File: config.mk
export PLATFORM = sky130hd
export DESIGN_NAME = inc_cnt8
export DESIGN_NICKNAME = d
export VERILOG_FILES = /design/src/rtl/inc_cnt8.sv
export SDC_FILE = /design/constraint.sdc
export NUM_CORES = 1
export LEC_CHECK = 0
export BUFFER_PORTS_ARGS = -buffer_cell sky130_fd_sc_hd__buf_2
export CAP_MARGIN = 30
export CORE_UTILIZATION = 30
export CTS_CLUSTER_SIZE = 24
export DETAILED_ROUTE_END_ITERATION = 10
export GPL_ROUTABILITY_DRIVEN = 0
export GPL_TIMING_DRIVEN = 0
export PLACE_DENSITY = 0.62
export SLEW_MARGIN = 20
export SYNTH_ARGS = -nofsm -noshare
export SYNTH_HDL_FRONTEND = slang
export SYNTH_SLANG_ARGS = --single-unit
export TNS_END_PERCENT = 5
File: constraint.sdc
create_clock -name clk -period 2.2 [get_ports clk]
set_clock_uncertainty 0.15 [all_clocks]
set_input_delay 0 -clock clk [delete_from_list [all_inputs] [get_ports clk]]
set_output_delay 0 -clock clk [all_outputs]
set_load 0.05 [all_outputs]
File: src/rtl/inc_cnt8.sv
// ---------------------------------------------------------------------------
// Module  : inc_cnt8
// Brief   : Loadable up-counter with terminal limit, wrap/saturate modes,
//           registered carry-out and sticky overflow flag.
// Revision: 1.0  initial release
// ---------------------------------------------------------------------------
`default_nettype none

module inc_cnt8 #(
  parameter int unsigned      WIDTH   = 8,
  parameter logic [WIDTH-1:0] RST_VAL = '0
) (
  input  logic             clk,
  input  logic             rst,
  input  logic             en,
  input  logic             load,
  input  logic [WIDTH-1:0] load_val,
  input  logic [WIDTH-1:0] limit,
  input  logic             sat_mode,
  input  logic             clr_ovf,
  output logic [WIDTH-1:0] count,
  output logic             tc,
  output logic             cout,
  output logic             ovf
);

  localparam logic [WIDTH-1:0] c_all_ones = '1;
  localparam logic [WIDTH-1:0] c_zero     = '0;

  logic [WIDTH-1:0] r_count;
  logic             r_tc;
  logic             r_cout;
  logic             r_ovf;

  logic [WIDTH:0]   w_sum;
  logic             w_at_limit;
  logic             w_at_max;
  logic             w_inc;
  logic [WIDTH-1:0] w_count_nxt;
  logic             w_tc_nxt;
  logic             w_cout_nxt;
  logic             w_ovf_nxt;

  assign w_sum      = {1'b0, r_count} + {{WIDTH{1'b0}}, 1'b1};
  assign w_at_limit = (r_count == limit);
  assign w_at_max   = (r_count == c_all_ones);
  assign w_inc      = en && !load;

  always_comb begin
    w_count_nxt = r_count;
    w_tc_nxt    = 1'b0;
    w_cout_nxt  = 1'b0;
    if (load) begin
      w_count_nxt = load_val;
    end else if (en) begin
      // Carry reflects the attempted increment, independent of wrap/saturate.
      w_cout_nxt = w_sum[WIDTH];
      if (w_at_limit) begin
        w_tc_nxt    = 1'b1;
        w_count_nxt = sat_mode ? r_count : c_zero;
      end else if (w_at_max) begin
        // Above-limit after a load: stop at the top or roll over, no tc.
        w_count_nxt = sat_mode ? r_count : c_zero;
      end else begin
        w_count_nxt = w_sum[WIDTH-1:0];
      end
    end
  end

  // Set has priority over clear so a coincident overflow is never lost.
  always_comb begin
    w_ovf_nxt = r_ovf;
    if (w_inc && w_cout_nxt) begin
      w_ovf_nxt = 1'b1;
    end else if (clr_ovf) begin
      w_ovf_nxt = 1'b0;
    end
  end

  always_ff @(posedge clk) begin
    if (rst) begin
      r_count <= RST_VAL;
      r_tc    <= 1'b0;
      r_cout  <= 1'b0;
      r_ovf   <= 1'b0;
    end else begin
      r_count <= w_count_nxt;
      r_tc    <= w_tc_nxt;
      r_cout  <= w_cout_nxt;
      r_ovf   <= w_ovf_nxt;
    end
  end

  assign count = r_count;
  assign tc    = r_tc;
  assign cout  = r_cout;
  assign ovf   = r_ovf;

endmodule

`default_nettype wire
# [Word-level counts from Yosys, hierarchy flattened]
# Cells that the tools add are included.
[totals] register_bits=11 inputBits=22 out_inout_bits=11 word_cells=24
[classes] n_addsub=1 eq_ne=2 mux=10 bitwise=1 reduce_logical=6
[ops] cell="$mux 8" n=5
[ops] cell="$add 8x1->9 const B" n=1
[ops] cell="$eq 8x8->1" n=1
[ops] cell="$eq 8x8->1 const B" n=1
[ops] cell="$mux 1" n=5
[ops] cell="$reduce_bool 2->1" n=2
[ops] cell="$reduce_or 3->1" n=1
[ops] cell="$logic_and 1x1->1" n=2
[ops] cell="$logic_not 1->1" n=1
[ops] cell="$not 1->1" n=1

# [Logic depth before layout (Yosys ltp)]
[logic_depth] depth_word=5 ltp_mapped=7 mapped_depth_nobuf=6

# [Worst setup path before layout]
# OpenSTA, ideal clock, no wires.
[synth_timing] path_type="register to register" start="reg r_count[0], in the netlist count[0]" end="reg r_count[1], in the netlist count[1]" setup_ns=0.120 t_arrival_ns=1.926 required_time_ns=1.930 slack_ns=0.005 path_stages_with_launch=8 n_path_buf=1 synth_period_minus_slack_ns=2.195 path_cell_list="dfxtp_1 ha_1 and3_1 buf_4 and3_4 a21oi_2 and3_1 o31a_1"
[synth_via] elab_chain_cells=5 word_cells_on_any_way=7 cone_classes="1 x add/sub; 2 x eq/ne; 4 x mux"
[synth_lines] item="from (decl)" line="30" source="logic [WIDTH-1:0] r_count;"
[synth_lines] item="from (signal assigned)" line="87" source="r_count <= w_count_nxt;"
[synth_lines] item="$add 8x1->9 or $eq 8x8->1 (tied branches)" line="44, 46"
[synth_lines] item="$mux 8" line="61" source="end else if (w_at_max) begin"
[synth_lines] item="$mux 8 *" line="58" source="if (w_at_limit) begin"
[synth_lines] item="$mux 8 *" line="55" source="end else if (en) begin"
[synth_lines] item="$mux 8 *" line="53" source="if (load) begin"
# Mark *: on every way between the ends. The rest lies on a longest branch, timed or not. The select of a mux whose other input is x is not followed.
# A chain may end at the register's enable or synchronous reset.

# [Worst setup path after layout]
# Same ends and word-level chain as after synthesis.

==> impl_results.md <==
- Status: complete, but fails checks
- Violated checks: design-rule violations
- Most frequent cells in the layout: 32 x buf_2, 11 x dfxtp_1, 11 x dlygate4sd3_1
- Crit path required time: 2210 ps
- DR iter-0 viols: 29
- Core ar.: 0.002805 mm^2
- Reg2reg end: count[1]
- Max-cap viol count: 0
- Hold Vio Cnt, Final: 0
- Final HPWL DP: 1931 um
- CP delay by family, top: compound AO/OA/AOI/OAI gates
- Worst Setup EP: count[1]
- GRT Resource Usage Total: 16.41%
- Setup violations, final: 0
- Ys async rst share: 0%
- Via-per-instance ratio: 5.436
- Synth unique cells: 46
- Number of buffers created by CTS: 3
- Antenna viol nets, final: 0
- Share of layout cells above drive strength 1: 38.00%
- DR pass1 iterations: 7
- Routed WL: 2480 um
- Grt total ovfl: 0
- Rel. slew slack: 75.01%
- R2R depth: 7
- Critical Path Slowest Stage Cell: dfxtp_1
- Syn Area/Cell: 8.710 um^2
- Maximum net fanout on the critical path: 7
- Post CTS Setup Buffer Count: 0
- Synth Cell Area: 897.1 um^2
- Skew-Pair Late Insertion Delay: 270 ps
- Min Clock Period, post-route: 2060 ps
- Crit. Startpoint: count[0]
- Total number of vias: 984
- CTS tree: done
- Setup TNS: 0 ps
- Synth Flop Type: dfxtp_1
- Final period util: 93.63%
- Top Ports: 33
- YS warnings: 0
- Pwr per Cell Area: 452.8 mW/mm^2
- Startpoint types: flop
- Clk sinks: 11
- Antenna cells: 0
- FF-to-FF setup slack: 140 ps
- Syn Inst Count: 103
- Area grow syn2layout: 37.38%
- Root Buffer: clkbuf_4
- Initial antenna violation count: 0
- Largest net degree at the start of global routing: 11
- Peak supply drop: 353.2 uV
- CP peak stage delay: 390 ps
- Number of global-route vias before repair: 896
- Total die area: 0.003213 mm^2
- Reg2reg start: count[0]
- Crit path buf inv count: 1
- Max clock buf depth: 2
- Pins Over Slew Limit: 0
- Worst slew pin tran: 374.8 ps
- Post-synth EDFFs: 0
- Initial core utilization: 31.98%
- Fin nets: 174
- CTS clk-pin slew, worst paths: 80 ps
- Die X: 56.69 um
- Kind of critical path: flop to flop
- Max H-tree Level: 1
- Register bit total from synthesis: 11
- Global-route wire length before repair: 4084 um
- Unrepaired setup endpoints after global routing: false
- Commonest non-fill, non-tap cell in the layout: buf_2
- Syn Nets: 126
- Drt drc: 2
- Register area share after synthesis: 24.55%
- Finished Cell Area: 0.001232 mm^2
- Chip Height: 56.69 um
- # hold bufs at CTS: 11
- Cell leakage power: 0.5506 nW
- Crit end category: flop
- Post-CTS Resized: 0
- WL per Instance: 13.70 um
- Critical path depth: 7
- Row count: 19
- Fmax: 485.5 MHz
- Dpl cell area: 0.001096 mm^2
- IO Port Bufs: 32
- Critical path arrival: 2070 ps
- Hold Path Class: input port to flop
- Crit-path cells: ha_1 > and3_1 > buf_4 > and3_4 > a21oi_2 > a21oi_1 > o31a_1
[cell families (layout without fill, tap and decap cells)]
logic type	Yosys count	after routing	share of synthesized area, %
adder cells (fa/ha/maj)	1	1	1.394
buffers and inverters	13	60	9.624
AND/OR/NAND/NOR	37	37	25.38
flip-flops	11	11	24.55
AO/OA/AOI/OAI	31	31	27.34
multiplexers	2	2	2.232
XOR/XNOR	8	8	9.484
[layer usage]
metal	wire [um]	vias to the layer above	track usage, %
li1	-	488	-
met1	1134	459	21.57
met5	0	-	0
met3	115	5	1.382
met4	45	0	7.500
met2	1184	32	27.04
[sequential cells by signal, indices dropped and copies added (netlist names)]
register and count:
tc 1, ovf 1, cout 1, count 8
[cell usage after synthesis, types with 3 or more instances]
cell type,instances,area [um^2]
and3_1,5,31.28
nor2_1,7,26.28
and3_2,3,22.52
a21oi_1,6,30.03
nand2_1,8,30.03
dfxtp_1,11,220.2
inv_1,7,26.28
xnor2_1,6,52.55
[where the power goes]
group	total, mW	internal [mW]	leakage (nW)	switching (mW)
Clock	0.142	0.0702	0.0150	0.0714
Combinational	0.189	0.0826	0.445	0.107
Sequential	0.227	0.210	0.0906	0.0173
Total	0.558	0.363	0.551	0.196
[worst min-delay path by stage]
stage / startpoint / to / slack (ps) / cells after the start
3_5_place_dp: load_val[4] / count[4] / 130 / 3
3_3_place_gp: load_val[4] / count[4] / 120 / 3
2_1_floorplan: load_val[4] / count[4] / -1 / 2
6_report: load / count[2] / 10 / 3
4_1_cts: load / count[2] / 2 / 3
5_1_grt: load / count[2] / 30 / 3
[cell type report]
| class | count | area (um^2) |
|---|---|---|
| tap | 31 | 38.79 |
| sequential | 11 | 220.2 |
| fill | 299 | 1573 |
| clock buffer | 4 | 26.28 |
| multi-input combinational | 79 | 590.6 |
| inverter | 7 | 26.28 |
| timing repair buffer | 43 | 270.3 |
| buffer | 6 | 60.06 |
[through the flow]
step | hold WS, ps | total power, mW | cells | utilization, % | setup WS [ps]
6_report | 11.20 | 0.5580 | 181 | 43.93 | 140.1
5_1_grt | 29.06 | 0.5828 | 181 | 43.93 | 63.25
4_1_cts | 1.942 | 0.5606 | 181 | 43.93 | 150.0
3_5_place_dp | 126.1 | 0.4059 | 166 | 39.07 | 162.3
3_3_place_gp | 117.8 | 0.4010 | 166 | 39.07 | 203.2
2_1_floorplan | -0.9885 | 0.3524 | 103 | - | 4.679
[tightest hold or removal path, stage by stage]
cell	delay, ps
buf_2	130
inv_1	160
a211oi_1	100
(Power assumes the default switching activity.)
